## src/rtl/leds_decoder.sv

```systemverilog
// leds_decoder
// Recovers the counter value, direction and step events of a bidirectional
// thermometer-style LED bar generator from its literal 4-bit bus.
//
// Ports:
//   clk_i      : single clock, all state changes on its rising edge
//   rst_i      : asynchronous active-high reset
//   enable_i   : sample strobe, leds_ni is evaluated only when high
//   leds_ni    : LED bar bus, taken literally
//   locked_o   : high while a valid sequence is being tracked
//   dir_o      : recovered direction (0 = right-shift, 1 = left-shift)
//   phase_o    : recovered generator counter value 0..7
//   step_o     : one-cycle pulse per accepted step while locked
//   wrap_o     : one-cycle pulse when phase_o goes 7 -> 0
//   err_o      : one-cycle pulse per detected sequence error
//   err_cnt_o  : saturating error count
module leds_decoder #(
  parameter int unsigned LOCK_STEPS = 2,
  parameter int unsigned ERR_W      = 8
) (
  input  logic             clk_i,
  input  logic             rst_i,
  input  logic             enable_i,
  input  logic [3:0]       leds_ni,
  output logic             locked_o,
  output logic             dir_o,
  output logic [2:0]       phase_o,
  output logic             step_o,
  output logic             wrap_o,
  output logic             err_o,
  output logic [ERR_W-1:0] err_cnt_o
);

  typedef enum logic [1:0] {
    ST_UNLOCKED = 2'd0,
    ST_ACQUIRE  = 2'd1,
    ST_LOCKED   = 2'd2
  } state_t;

  localparam logic [2:0]       LOCK_STEPS_C = 3'(LOCK_STEPS);
  localparam logic [ERR_W-1:0] ERR_MAX_C    = {ERR_W{1'b1}};
  localparam logic [ERR_W-1:0] ERR_ONE_C    = {{(ERR_W-1){1'b0}}, 1'b1};

  // Bar pattern to index; bit 3 of the result flags a legal pattern.
  function automatic logic [3:0] decode_idx(input logic [3:0] leds);
    logic [3:0] res;
    case (leds)
      4'b1111: res = {1'b1, 3'd0};
      4'b0111: res = {1'b1, 3'd1};
      4'b0011: res = {1'b1, 3'd2};
      4'b0001: res = {1'b1, 3'd3};
      4'b0000: res = {1'b1, 3'd4};
      4'b1000: res = {1'b1, 3'd5};
      4'b1100: res = {1'b1, 3'd6};
      4'b1110: res = {1'b1, 3'd7};
      default: res = {1'b0, 3'd0};
    endcase
    return res;
  endfunction

  // Direction 1 counts the index downwards, so its phase is the negated index.
  function automatic logic [2:0] phase_of(input logic [2:0] k, input logic dir);
    logic [2:0] p;
    if (dir) begin
      p = 3'd0 - k;
    end else begin
      p = k;
    end
    return p;
  endfunction

  state_t           state_r, state_s;
  logic [2:0]       b_r, b_s;
  logic [2:0]       cnt_r, cnt_s;
  logic             cand_r, cand_s;
  logic             dir_r, dir_s;
  logic [2:0]       phase_r, phase_s;
  logic             locked_r, locked_s;
  logic             step_r, step_s;
  logic             wrap_r, wrap_s;
  logic             err_r, err_s;
  logic [ERR_W-1:0] err_cnt_r, err_cnt_s;

  logic [3:0]       dec_s;
  logic             valid_s;
  logic [2:0]       k_s;
  logic             stall_s, up_s, down_s;
  logic [2:0]       cnt_nxt_s;

  // Sample classification and next-state / next-output computation.
  always_comb begin
    dec_s     = decode_idx(leds_ni);
    valid_s   = dec_s[3];
    k_s       = dec_s[2:0];
    stall_s   = (k_s == b_r);
    up_s      = (k_s == (b_r + 3'd1));
    down_s    = (k_s == (b_r - 3'd1));
    cnt_nxt_s = 3'd0;

    state_s   = state_r;
    b_s       = b_r;
    cnt_s     = cnt_r;
    cand_s    = cand_r;
    dir_s     = dir_r;
    phase_s   = phase_r;
    step_s    = 1'b0;
    wrap_s    = 1'b0;
    err_s     = 1'b0;

    if (enable_i) begin
      case (state_r)
        ST_UNLOCKED: begin
          if (valid_s) begin
            state_s = ST_ACQUIRE;
            b_s     = k_s;
            cnt_s   = 3'd0;
          end else begin
            state_s = ST_UNLOCKED;
          end
        end
        ST_ACQUIRE: begin
          if (!valid_s) begin
            state_s = ST_UNLOCKED;
          end else if (stall_s) begin
            state_s = ST_ACQUIRE;
          end else if (up_s || down_s) begin
            b_s    = k_s;
            cand_s = down_s;
            // A count of zero means no previous step to continue from.
            if ((cnt_r != 3'd0) && (cand_r == down_s)) begin
              cnt_nxt_s = cnt_r + 3'd1;
            end else begin
              cnt_nxt_s = 3'd1;
            end
            if (cnt_nxt_s == LOCK_STEPS_C) begin
              state_s = ST_LOCKED;
              dir_s   = down_s;
              phase_s = phase_of(k_s, down_s);
              cnt_s   = 3'd0;
            end else begin
              cnt_s   = cnt_nxt_s;
            end
          end else begin
            b_s   = k_s;
            cnt_s = 3'd0;
          end
        end
        ST_LOCKED: begin
          if (!valid_s) begin
            err_s   = 1'b1;
            state_s = ST_UNLOCKED;
          end else if (stall_s) begin
            state_s = ST_LOCKED;
          end else if ((up_s && !dir_r) || (down_s && dir_r)) begin
            b_s     = k_s;
            phase_s = phase_r + 3'd1;
            step_s  = 1'b1;
            wrap_s  = (phase_r == 3'd7);
          end else begin
            err_s   = 1'b1;
            state_s = ST_ACQUIRE;
            b_s     = k_s;
            cnt_s   = 3'd0;
          end
        end
        default: begin
          state_s = ST_UNLOCKED;
        end
      endcase
    end else begin
      state_s = state_r;
    end

    locked_s = (state_s == ST_LOCKED);

    if (err_s && (err_cnt_r != ERR_MAX_C)) begin
      err_cnt_s = err_cnt_r + ERR_ONE_C;
    end else begin
      err_cnt_s = err_cnt_r;
    end
  end

  // State and output registers with asynchronous reset.
  always_ff @(posedge clk_i or posedge rst_i) begin
    if (rst_i) begin
      state_r   <= ST_UNLOCKED;
      b_r       <= 3'd0;
      cnt_r     <= 3'd0;
      cand_r    <= 1'b0;
      dir_r     <= 1'b0;
      phase_r   <= 3'd0;
      locked_r  <= 1'b0;
      step_r    <= 1'b0;
      wrap_r    <= 1'b0;
      err_r     <= 1'b0;
      err_cnt_r <= {ERR_W{1'b0}};
    end else begin
      state_r   <= state_s;
      b_r       <= b_s;
      cnt_r     <= cnt_s;
      cand_r    <= cand_s;
      dir_r     <= dir_s;
      phase_r   <= phase_s;
      locked_r  <= locked_s;
      step_r    <= step_s;
      wrap_r    <= wrap_s;
      err_r     <= err_s;
      err_cnt_r <= err_cnt_s;
    end
  end

  assign locked_o  = locked_r;
  assign dir_o     = dir_r;
  assign phase_o   = phase_r;
  assign step_o    = step_r;
  assign wrap_o    = wrap_r;
  assign err_o     = err_r;
  assign err_cnt_o = err_cnt_r;

endmodule

```

## config.mk

```make
export PLATFORM = sky130hd
export DESIGN_NAME = leds_decoder
export DESIGN_NICKNAME = d
export VERILOG_FILES = /design/src/rtl/leds_decoder.sv
export SDC_FILE = /design/constraint.sdc
export NUM_CORES = 1
export LEC_CHECK = 0
export BUFFER_PORTS_ARGS = -buffer_cell sky130_fd_sc_hd__buf_4
export CAP_MARGIN = 20
export CELL_PAD_IN_SITES_DETAIL_PLACEMENT = 2
export CELL_PAD_IN_SITES_GLOBAL_PLACEMENT = 2
export CORE_MARGIN = 3
export CORE_UTILIZATION = 35
export DETAILED_ROUTE_END_ITERATION = 16
export MAX_ROUTING_LAYER = met4
export PLACE_DENSITY_LB_ADDON = 0.1
export SLEW_MARGIN = 20
export SYNTH_ARGS = -nofsm -noshare
export SYNTH_HDL_FRONTEND = slang
export SYNTH_SLANG_ARGS = --single-unit
export TNS_END_PERCENT = 20
```

## constraint.sdc

```tcl
create_clock -name clk_i -period 7.3 [get_ports clk_i]
set_clock_uncertainty 0.1 [all_clocks]
set_input_delay 1.095 -clock clk_i [delete_from_list [all_inputs] [get_ports clk_i]]
set_output_delay 1.095 -clock clk_i [all_outputs]
set_load 0.1 [all_outputs]
```

==> impl_metrics.json <==
{
  "syn_nets": 218,
  "clk_latency_ps": 270,
  "netlist.area_leader.share_pct": 32.5,
  "yosysUniqueCellTypes": 61,
  "num_vias": 1566,
  "ys_warn_count": 0,
  "finalCritPeriodShare_pct": 45.1,
  "synth_edf_count": 0,
  "antenna_cells": 0,
  "drtIter0Drc": 72,
  "routed_wl_um": 5090,
  "area_delta_synth_final_pct": 13.5,
  "postLayoutCellArea_um2": 2180,
  "cts.sinks": 25,
  "core_um2": 5200,
  "slowest_delay_ps": 430,
  "grt-ovfl-total": 0,
  "syn_inst": 198,
  "cp.arrival_ps": 3360,
  "antenna_left": 0,
  "min_period_ps": 3290,
  "power.density_nw_per_um2": 370,
  "start_util_pct": 36.9,
  "cts_buffers": 3,
  "synth_ff_type": "dfrtp_1",
  "die_w_um": 80.1,
  "hold_path.class": "register to register",
  "synth.cell_area_um2": 1920,
  "finalSetupViolations": 0,
  "place.gp.congestion": 0.839,
  "antenna_found_initial": 0,
  "slew-limit-headroom_pct": 36.5,
  "synthMostInstantiatedCell": "dfrtp_1",
  "peakVddDrop_mv": 0.193,
  "timing.fmax_mhz": 304,
  "fin_hold_ws_ps": 406,
  "drc": 0,
  "rsz0062_at_grt": "no",
  "cp-start-kind": "input pin",
  "post_cts_buffers": 0,
  "dp_hpwl_um": 4220,
  "ctsHtreeMaxLevel": 1,
  "critPathSlowestCell": "a2111oi_2",
  "synth_seq_cells": 25,
  "leakagePower_nw": 0.986,
  "postCtsHoldBufs": 0,
  "grtUsageTotal_pct": 17.8,
  "io_pins": 23,
  "cp-end-kind": "register",
  "grt_max_degree": 26,
  "syn_avg_cell_area_um2": 9.71,
  "drt_pass1_iterations": 4,
  "ys_seq_area_share_pct": 32.5,
  "avgViaCountPerCell": 5.42,
  "fp-row-count": 26,
  "layout.nets": 240,
  "finalPower_uw": 808,
  "place_area_um2": 2140,
  "clockBufferDepth": 2,
  "dieArea_um2": 6420,
  "wl_per_cell_um": 17.6,
  "post_cts_resized": 0,
  "tightest_slew_ps": 946,
  "root_buffer": "clkbuf_8",
  "yosys-top-cells-area": "dfrtp_1 33%, ha_1 8.5%, xnor2_1 5.0%",
  "async_reset_ff_share_pct": 100,
  "cap_violations": 0,
  "synth_commonest_cells": "25 x dfrtp_1, 20 x nand2_1, 14 x inv_1",
  "timing_worst_setup_path_type": "input pin to register",
  "status": "complete, no violations",
  "grt_pass1_vias": 1745,
  "crit_chain": "buf_4 > xnor2_1 > nand3_1 > a2111oi_2 > a22oi_2 > or2_1 > o21ai_1 > o211a_4 > mux2_4",
  "slew_violations": 0,
  "setup_tns_ps": 0,
  "chipHeight_um": 80.1,
  "cts_tree": "built",
  "io_buffers": 22,
  "cp.required_ps": 7360,
  "grt_pass1_wl_um": 8830,
  "final_layout_size_suffix_gt1_share_pct": 20.1,
  "synth_area_leader_cell": "dfrtp_1",
  "worst-path-max-fanout": 11,
  "finalHoldViolCount": 0,
  "clk_pin_slew_worst_paths_ps": 90
}
## layer usage
metal | global-route usage, % | wire (um)
met1 | 21.6 | 2240
met2 | 32.5 | 2750
met3 | 2.35 | 89
met4 | 2.03 | 14
met5 | - | 0
## state kept, by name, indices dropped and copies added, names as in the netlist
| register | cells |
|---|---|
| err_cnt_o | 8 |
| b_r | 3 |
| cnt_r | 3 |
| phase_o | 3 |
| state_r | 2 |
| cand_r | 1 |
| dir_o | 1 |
| err_o | 1 |
| locked_o | 1 |
| step_o | 1 |
| wrap_o | 1 |
## worst max-delay path: cells and delay by family
family,cells,cell delay [ps]
compound gates,4,980
xor+xnor,1,370
buf+inv,1,150
mux,1,300
simple gates,2,470
## area by class of cell
class	instances	area [um2]
fillers	578	3020
multi-input cells	154	1210
flip-flops and latches	25	626
repair buffers	22	165
well taps	70	87.6
inverters	14	52.6
clock buffers	4	45.0
## cells in the final DEF (no fill, tap or decap), drive strengths merged, types with 6 or more instances in the layout
master  instances
nor2            8
dfrtp          25
and3            6
buf            22
nand2b          6
o21ai          11
inv            13
nand3           8
a21oi           8
ha             13
nand2          21
xnor2          11
## metrics by stage
stage	cells	utilization [%]	worst slack, ps
6_report	289	41.9	4010
5_1_grt	289	41.9	3820
4_1_cts	289	41.9	4020
3_5_place_dp	285	41.1	3750
3_3_place_gp	285	41.1	3890
2_1_floorplan	198	-	4050
## where the power goes
| part | leakage [nW] | switching [mW] | total, mW | internal, mW |
|---|---|---|---|---|
| combinational | 0.637 | 0.351 | 0.510 | 0.159 |
| sequential | 0.327 | 0.0426 | 0.215 | 0.172 |
| clock | 0.0228 | 0.0441 | 0.0832 | 0.0390 |
| total | 0.986 | 0.438 | 0.808 | 0.370 |
## logic make-up after synthesis
family	after synthesis	synth area share, %
xor+xnor	18	10.4
flops	25	32.5
mux	7	4.29
buf+inv	19	4.75
fa+ha+maj	13	8.46
compound gates	45	17.6
simple gates	71	22.0
## worst paths after layout
path | slack (ps) | start | cells after the start | end
worst max-delay path | 4010 | leds_ni[2] | 9 | phase_o[1]
worst min-delay path | 410 | err_cnt_o[7] | 1 | err_cnt_o[7]
worst max register to register | 4490 | b_r[0] | 10 | phase_o[1]
max in group asynchronous | 5840 | rst_i | 2 | err_cnt_o[6]
worst min register to register | 410 | err_cnt_o[7] | 1 | err_cnt_o[7]
min in group asynchronous | 820 | rst_i | 2 | wrap_o
No activity file was read; power rests on OpenSTA's default activity.
